**src/rtl/alu_mul_sequencer.sv**
```systemverilog
// alu_mul_sequencer: iterative shift-add low-word multiplier that borrows the
// shared single-cycle ALU for its partial-product additions, one per clock.
//
//   state | meaning
//   IDLE  | waiting for start; operands captured when start is sampled
//   RUN   | one multiplier bit consumed per cycle, ALU adds mcand or 0 to acc
//   DONE  | product valid, done pulses for this single cycle
module alu_mul_sequencer #(
  parameter int         WIDTH    = 32,
  parameter logic [3:0] CTRL_ADD = 4'b0010
) (
  input  logic             clk,
  input  logic             rst_n,
  input  logic             start,
  input  logic [WIDTH-1:0] op_a,
  input  logic [WIDTH-1:0] op_b,
  output logic             busy,
  output logic             done,
  output logic [WIDTH-1:0] product,
  output logic [WIDTH-1:0] alu_src_a,
  output logic [WIDTH-1:0] alu_src_b,
  output logic [3:0]       alu_control,
  input  logic [WIDTH-1:0] alu_result
);

  typedef enum logic [1:0] {
    IDLE = 2'd0,
    RUN  = 2'd1,
    DONE = 2'd2
  } state_t;

  state_t           state;
  logic [WIDTH-1:0] acc;
  logic [WIDTH-1:0] mcand;
  logic [WIDTH-1:0] mplier;

  // Sequencer state, working registers and the held product.
  always_ff @(posedge clk or negedge rst_n) begin
    if (!rst_n) begin
      state   <= IDLE;
      acc     <= '0;
      mcand   <= '0;
      mplier  <= '0;
      product <= '0;
    end else begin
      case (state)
        IDLE: begin
          if (start) begin
            acc     <= '0;
            mcand   <= op_a;
            mplier  <= op_b;
            product <= '0;
            // A zero multiplier has nothing to add; the cleared product is the answer.
            state   <= (op_b == '0) ? DONE : RUN;
          end
        end
        RUN: begin
          acc    <= alu_result;
          mcand  <= mcand << 1;
          mplier <= mplier >> 1;
          // Stop once no set multiplier bits remain above the one consumed now.
          if (mplier[WIDTH-1:1] == '0) begin
            product <= alu_result;
            state   <= DONE;
          end
        end
        DONE: begin
          state <= IDLE;
        end
        default: begin
          state <= IDLE;
        end
      endcase
    end
  end

  // Handshake flags are plain decodes of the registered state.
  assign busy = (state != IDLE);
  assign done = (state == DONE);

  // The ALU always adds; the operand gate selects between mcand and zero.
  assign alu_control = CTRL_ADD;
  assign alu_src_a   = acc;
  assign alu_src_b   = ((state == RUN) && mplier[0]) ? mcand : '0;

endmodule
```
**config.mk**
```make
export PLATFORM = sky130hd
export DESIGN_NAME = alu_mul_sequencer
export DESIGN_NICKNAME = d
export VERILOG_FILES = /design/src/rtl/alu_mul_sequencer.sv
export SDC_FILE = /design/constraint.sdc
export NUM_CORES = 1
export LEC_CHECK = 0
export ABC_CLOCK_PERIOD_IN_PS = 3600
export CAP_MARGIN = 15
export CORE_MARGIN = 3
export CORE_UTILIZATION = 30
export CTS_CLUSTER_SIZE = 40
export DETAILED_ROUTE_END_ITERATION = 12
export GPL_TIMING_DRIVEN = 1
export PLACE_DENSITY_LB_ADDON = 0.3
export SETUP_SLACK_MARGIN = 0.02
export SLEW_MARGIN = 10
export SYNTH_ARGS = -nofsm -noshare
export SYNTH_HDL_FRONTEND = slang
export SYNTH_SLANG_ARGS = --single-unit
```
**constraint.sdc**
```tcl
create_clock -name clk -period 3.6 [get_ports clk]
set_input_delay 1.08 -clock clk [delete_from_list [all_inputs] [get_ports clk]]
set_output_delay 1.08 -clock clk [all_outputs]
set_load 0.03 [all_outputs]
```
# [Yosys cells after proc, flatten, opt, wreduce, memory -nomap -nowiden]
# Cells that the tools add are included.
[word_totals] elab_cells=31 input_bits=99 register_bits=130
[classes] n_mux=13 eq_ne=4 reduce_logical=9
[ops] op="$pmux W32 S2" count=4
[ops] op="$mux W32" count=5
[ops] op="$logic_not A32 Y1" count=1
[ops] op="$logic_not A31 Y1" count=1
[ops] op="$mux W2" count=3
[ops] op="$ne A2 B2 Y1 const B" count=2
[ops] op="$pmux W2 S2" count=1
[ops] op="$reduce_and A2 Y1" count=2
[ops] op="$reduce_bool A2 Y1" count=2
[ops] op="$reduce_and A3 Y1" count=1
[ops] op="$eq A2 B1 Y1 const B" count=1
[ops] op="$eq A2 B2 Y1 const B" count=1
[ops] op="$logic_not A2 Y1" count=1
[ops] op="$logic_and A1 B1 Y1" count=1

# [Logic depth before layout (Yosys ltp)]
# Gate-level depths: netlist of run 1.
[depth] ltp_word=4 mapped_depth=7 ltp_nobuf=4

# [Least setup slack after synthesis of run 1]
# Ideal clock, no wire load.
[synth_path] kind="reg-to-output" startpoint="reg state[0]" endpoint="out alu_src_b[0]" t_arrival_ns=1.455 setup_slack_ns=1.065 stages_incl_launch_ff=7 path_cell_list="dfrtp_1 buf_2 nor2b_1 clkbuf_1 buf_4 clkbuf_1 and3_1"
[synth_between] elab_chain_len=3
[synth_rtl] item="from (decl)" line_no="32" rtl="state_t state;"
[synth_rtl] item="from (signal assigned)" line_no="54" rtl="state <= (op_b == '0) ? DONE : RUN;"
[synth_rtl] item="$eq A2 B1 Y1" line_no="84" rtl="assign alu_src_b = ((state == RUN) && mplier[0]) ? mcand : '0;"
[synth_rtl] item="$logic_and A1 B1 Y1" line_no="84"
[synth_rtl] item="$mux W32" line_no="84"
[synth_rtl] item="to (decl)" line_no="21" rtl="output logic [WIDTH-1:0] alu_src_b,"
# No other way between the ends.

# [Worst setup path after layout of run 1]
[layout_path] startpoint="reg state[1]" endpoint="out alu_src_b[30]"
# The elaborated chain is that of the path after synthesis.

==> qor.yml, run 1 <==
status: "finished, final reports clean"
fin_tns_setup_ns: 0
required_ns: 2.52
drc_errors: 0
timing.rr.end: "product[1]"
final_nets: 891
grt_start_max_net_pins: 95
grt_pass1_wl_mm: 28.03
p_switching_w: 0.001746
grt_use_total_pct: 15.73
syn-cell-area_mm2: 0.006206
setup_viol_count_final: 0
place_area_mm2: 0.008352
hpwl_mm: 11.91
maxCapViolations: 0
async_flop_share_pct: 100.0
synth_top_family_by_area: "simple AND/OR/NAND/NOR gates"
drive_gt1_share_pct: 7.205
dr.pass1.iters: 4
p_clk_share_pct: 33.7
sequentialPowerShare_pct: 38.4
swShare_pct: 32.42
pre_cts_ws_ns: 0.5067
regToRegSetupSlack_ns: 1.33
crit_type: "flip-flop to output pin"
wl_mm: 17.78
core_mm2: 0.01991
ir_worst_vdd_v: 0.0002955
globalplace.congestion: 0.7326
synth_compound_gate_area_share_pct: 15.48
h-tree-depth: 4
postCtsHoldBufs: 0
ioPinCount: 201
synth-xor-area-share_pct: 0
fmax_mhz: 293.3
clk_pin_slew_worst_paths_ns: 0.06
period_share_pct: 94.72
rsz0062_at_grt: "false"
worstSkewPairLatency_ns: 0.41
finalHoldViolCount: 0
synth-edff-count: 0
n_antenna_cell: 0
layout_min_cycle_time_ns: 3.410
pwr-share-comb_pct: 27.9
ys.warnings.count: 0
worstMarginPinSlew_ns: 0.9436
finalWorstSetupSlack_ns: 0.1900
syn_avg_cell_area_um2: 10.04
ys_ff_latch: 130
synth_fa_ha_area_share_pct: 0
p_int_w: 0.003640
synthCells: 618
wire_per_inst_um: 16.62
die_w_um: 149.8
vias_per_cell: 4.763
grt_antenna_before_repair: 0
grt_pass1_vias: 5131
ant_nets: 0
die_area_mm2: 0.02245
numCtsBuffers: 17
cts_repair_resize_count: 0
synth.area.mux_share_pct: 10.00
seq_area_frac_synth_pct: 52.42
cts_tree: "yes"
fin_skew_ns: 0.008247
rows: 51
clock_sinks: 130
portBuffers: 196
max_slew_margin_pct: 36.75
synth_cell_types: 27
cp_data_arrival_time_ns: 2.33
grt.overflow.total: 0
initial_core_util_pct: 31.17
r2r-start: "mplier[24]"
hold_class: "flip-flop to flip-flop"
ff2ff_path_depth: 5
cts_buffer_depth: 2
critPathCapture: "alu_src_b[30]"
worst_setup_path_end_kind: "output pin"
power_density_mw_per_mm2: 599.8
leakage_nw: 4.056
drv_slew: 0
cp-start-kind: "flip-flop"
critPathMaxFanout: 24
dr.first_iter.drc_count: 222
cts.root.buffer_cell: "clkbuf_16"
yosys_most_used_dff: "dfrtp_1"
final_area_mm2: 0.008979
die_y_um: 149.8
synth-simple-area-share_pct: 16.83
postCtsSetupBuffers: 0
area_growth_pct: 44.68
crit_path_start: "state[1]"
num_vias: 5096
[synthesized netlist by cell type (2+ instances only)]
master,number,area [um2]
nor2b_1,6,37.54
buf_2,18,90.09
dfrtp_1,130,3253
and4_1,2,17.52
buf_6,7,78.83
mux2i_1,62,620.6
conb_1,2,7.510
nand4_1,4,25.02
nor4_1,8,50.05
a22o_1,13,113.9
nor4_2,7,87.58
a21oi_1,16,80.08
clkbuf_1,24,90.09
and3_1,33,206.5
o211ai_1,38,285.3
buf_4,8,60.06
nand2_1,153,574.3
o21ai_0,66,330.3
a221o_1,13,130.1
[cell families after synthesis]
| logic type | after synthesis |
|---|---|
| flops | 130 |
| simple gates | 219 |
| buf+inv | 57 |
| compound gates | 148 |
| mux | 62 |
| other cells | 2 |
[metrics by stage]
| step | util (%) | hold slack (ns) | instances | total power (W) |
|---|---|---|---|---|
| after detailed placement | 41.95 | 0.4558 | 1037 | 0.003615 |
| after global placement | 41.95 | 0.4492 | 1037 | 0.003590 |
| final | 45.10 | 0.4630 | 1070 | 0.005385 |
| after global routing | 45.10 | 0.4757 | 1070 | 0.005705 |
| after floorplan | - | 0.4423 | 620 | 0.002925 |
| after CTS | 45.05 | 0.4703 | 1069 | 0.005464 |
[registers in the layout, indices dropped and copies added, names as in the netlist]
register / count
product: 32
mcand: 32
state: 2
alu_src_a: 32
mplier: 32
[power groups by stage]
stage	combinational (W)	clock, W	sequential [W]
2_1_floorplan	0.000772	0	0.00215
3_3_place_gp	0.00150	0	0.00209
3_5_place_dp	0.00153	0	0.00209
4_1_cts	0.00153	0.00187	0.00207
5_1_grt	0.00164	0.00195	0.00212
6_report	0.00150	0.00182	0.00207
[worst max-delay path: stages (launching register included)]
cell	delay, ns
dfrtp_1	0.45
nor2b_4	0.33
buf_12	0.21
and3_1	0.24
clkdlybuf4s50_1	0.69
[per-layer routing]
| layer | vias to the layer above | GRT usage (%) | share of wire [%] |
|---|---|---|---|
| li1 | 2546 | - | - |
| met1 | 2412 | 21.80 | 49 |
| met2 | 131 | 24.28 | 46 |
| met3 | 7 | 4.603 | 5.2 |
| met4 | 0 | 3.843 | 0.57 |
| met5 | - | 0 | 0 |
[layout by cell type, fill, tap and decap left out, types with 4 or more instances in the layout]
cell and n:
nand2_1 153, buf_4 9, conb_1 4, a21oi_1 16
dfrtp_1 130, buf_12 4, mux2i_1 62, and3_1 33
nor4_2 7, nor4_1 8, clkbuf_16 17, clkdlybuf4s50_1 195
nand4_1 4, o21ai_0 66, o211ai_1 38, bufinv_16 4
nor2b_1 5, a22o_1 13, a221o_1 13
[cell type report]
| cell class | count | area (um2) |
|---|---|---|
| Clock inverter | 13 | 185.2 |
| Clock buffer | 19 | 432.9 |
| Sequential cell | 130 | 3253 |
| Fill cell | 1932 | 10930 |
| Timing Repair Buffer | 209 | 2111 |
| Multi-Input combinational cell | 434 | 2665 |
| Tap cell | 265 | 331.6 |
[worst min-delay path by stage]
stage | startpoint | to | slack, ns | cells after the start
after floorplan | mcand[31] | mcand[31] | 0.44 | 2
after global placement | alu_src_a[12] | alu_src_a[12] | 0.45 | 2
after detailed placement | alu_src_a[17] | alu_src_a[17] | 0.46 | 2
after CTS | alu_src_a[17] | alu_src_a[17] | 0.47 | 2
after global routing | alu_src_a[17] | alu_src_a[17] | 0.48 | 2
final | alu_src_a[17] | alu_src_a[17] | 0.46 | 2
Note: power is estimated with default switching activity, not from simulation.
==> run 2: changes to the inputs <==
--- a/config.mk
+++ b/config.mk
@@ -5,15 +5,13 @@
 export SDC_FILE = /design/constraint.sdc
 export NUM_CORES = 1
 export LEC_CHECK = 0
-export ABC_CLOCK_PERIOD_IN_PS = 3600
 export CAP_MARGIN = 15
-export CORE_MARGIN = 3
 export CORE_UTILIZATION = 30
 export CTS_CLUSTER_SIZE = 40
 export DETAILED_ROUTE_END_ITERATION = 12
 export GPL_TIMING_DRIVEN = 1
 export PLACE_DENSITY_LB_ADDON = 0.3
-export SETUP_SLACK_MARGIN = 0.02
+export SETUP_SLACK_MARGIN = 0.5
 export SLEW_MARGIN = 10
 export SYNTH_ARGS = -nofsm -noshare
 export SYNTH_HDL_FRONTEND = slang
==> qor.yml, run 2 (synthesis results as in run 1) <==
worst-path-stages: 5
mostFrequentLayoutCell: "clkdlybuf4s50_1"
clk_pin_slew_worst_paths_ns: 0.06
globalplace.congestion: 0.7258
rows: 52
critPathMaxFanout: 28
finalHoldViolCount: 0
top_layer_used: "met4"
status: "finished, final reports clean"
h-tree-depth: 4
core_mm2: 0.02023
regToRegSetupSlack_ns: 1.36
area_growth_pct: 43.71
drive_gt1_share_pct: 10.32
postCtsHoldBufs: 0
required_ns: 2.52
timing.rr.end: "product[1]"
drv_slew: 0
final_cell_mix: "clkdlybuf4s50_1 (163), nand2_1 (153), dfrtp_1 (130)"
grt_start_max_net_pins: 101
die_area_mm2: 0.02127
num_vias: 5188
hpwl_mm: 11.34
worstMarginPinSlew_ns: 0.9142
die_y_um: 145.8
crit_type: "flip-flop to output pin"
grt.overflow.total: 0
vias_per_cell: 4.831
cp_slowest_cell: "dfrtp_1"
numCtsBuffers: 17
fin_tns_setup_ns: 0
worstSkewPairLatency_ns: 0.41
crit_path_cell_trace: "nor2b_4, buf_12, buf_16, and3_1, buf_12"
met2_length_mm: 7.681
met1_length_mm: 8.343
grt_use_total_pct: 16.56
critical_path.top_delay_family: "buffers and inverters"
cts_buffer_depth: 2
dr.first_iter.drc_count: 218
ff2ff_path_depth: 5
dr.pass1.iters: 4
fin_util_pct: 44.08
clock_sinks: 130
wl_mm: 17.23
cp-start-kind: "flip-flop"
critPathBufInv: 3
fmax_mhz: 334.5
r2r-start: "mplier[23]"
leakage_nw: 4.117
period_share_pct: 83.04
wl_met3_um: 948
ant_nets: 0
power_density_mw_per_mm2: 596.9
initial_core_util_pct: 30.67
maxCapViolations: 0
max_slew_margin_pct: 38.72
wire_per_inst_um: 16.04
portBuffers: 196
ir_worst_vdd_v: 0.0002990
postCtsSetupBuffers: 0
crit_path_max_incr_delay_ns: 0.49
crit_path_start: "state[1]"
fin_skew_ns: 0.007746
layout_min_cycle_time_ns: 2.989
cts_tree: "yes"
grt_pass1_wl_mm: 28.03
cp_data_arrival_time_ns: 1.91
final_nets: 890
grt_pass1_vias: 5098
grt_antenna_before_repair: 0
setup_viol_count_final: 0
n_antenna_cell: 0
cts.root.buffer_cell: "clkbuf_16"
drc_errors: 0
hold_class: "flip-flop to flip-flop"
rsz0062_at_grt: "true"
cpMostUsedCell: "buf_12"
ioPinCount: 201
die_w_um: 145.8
worst_setup_path_end_kind: "output pin"
critPathCapture: "alu_src_b[28]"
==> run 2: cell types whose count changed in the layout (fill, tap and decap cells not counted), sizes merged <==
cell           delta
clkdlybuf4s50    -32
nor2b             -1
clkdlybuf4s15     +6
clkbuf           +26
==> run 2: per-stage QoR <==
| step | power [W] | setup WS (ns) | hold WS (ns) | instances | instance area, um2 |
|---|---|---|---|---|---|
| floorplan | 0.002925 | 1.065 | 0.4423 | 620 | 6213 |
| global placement | 0.003583 | 0.6519 | 0.4504 | 1040 | 8351 |
| detailed placement | 0.003609 | 0.6282 | 0.4572 | 1040 | 8351 |
| CTS | 0.005388 | 0.3443 | 0.4712 | 1072 | 8935 |
| global route | 0.005628 | 0.4826 | 0.4927 | 1074 | 8919 |
| finish | 0.005323 | 0.6107 | 0.4633 | 1074 | 8919 |
==> run 2: repair_timing <==
item	in CTS	in global routing
gates cloned	0	2
setup endpoints to repair	31	31
resized for setup	31	58
==> run 2: area by class of cell <==
class / instances / area (um2)
timing repair buffer: 209 / 2053
multi-input combinational: 433 / 2656
clock inverter: 13 / 185.2
sequential: 130 / 3253
fill: 1947 / 11320
clock buffer: 19 / 432.9
tap: 270 / 337.8
==> run 2: how the worst min path moves through the flow <==
| stage | from | end | slack [ns] | cells past startpoint |
|---|---|---|---|---|
| after floorplan | mcand[31] | mcand[31] | 0.44 | 2 |
| after global placement | alu_src_a[9] | alu_src_a[9] | 0.45 | 2 |
| after detailed placement | alu_src_a[11] | alu_src_a[11] | 0.46 | 2 |
| after CTS | alu_src_a[11] | alu_src_a[11] | 0.47 | 2 |
| after global routing | alu_src_a[26] | alu_src_a[26] | 0.49 | 2 |
| final | alu_src_a[11] | alu_src_a[11] | 0.46 | 2 |
==> run 2: layer usage <==
| metal | global-route usage [%] | vias to the layer above |
|---|---|---|
| met5 | 0 | - |
| met4 | 6.053 | 0 |
| met3 | 4.295 | 16 |
| met2 | 24.69 | 152 |
| met1 | 23.04 | 2475 |
| li1 | - | 2545 |
==> run 2: power by group <==
part / internal [W] / switching [W]
sequential: 0.00179 / 0.000280
combinational: 0.000623 / 0.000810
clock: 0.00116 / 0.000658
==> run 2: worst min-delay path: stages, from the launching register on <==
cell	delay (ns)
dfrtp_1	0.34
nand2_1	0.05
nand2_1	0.05
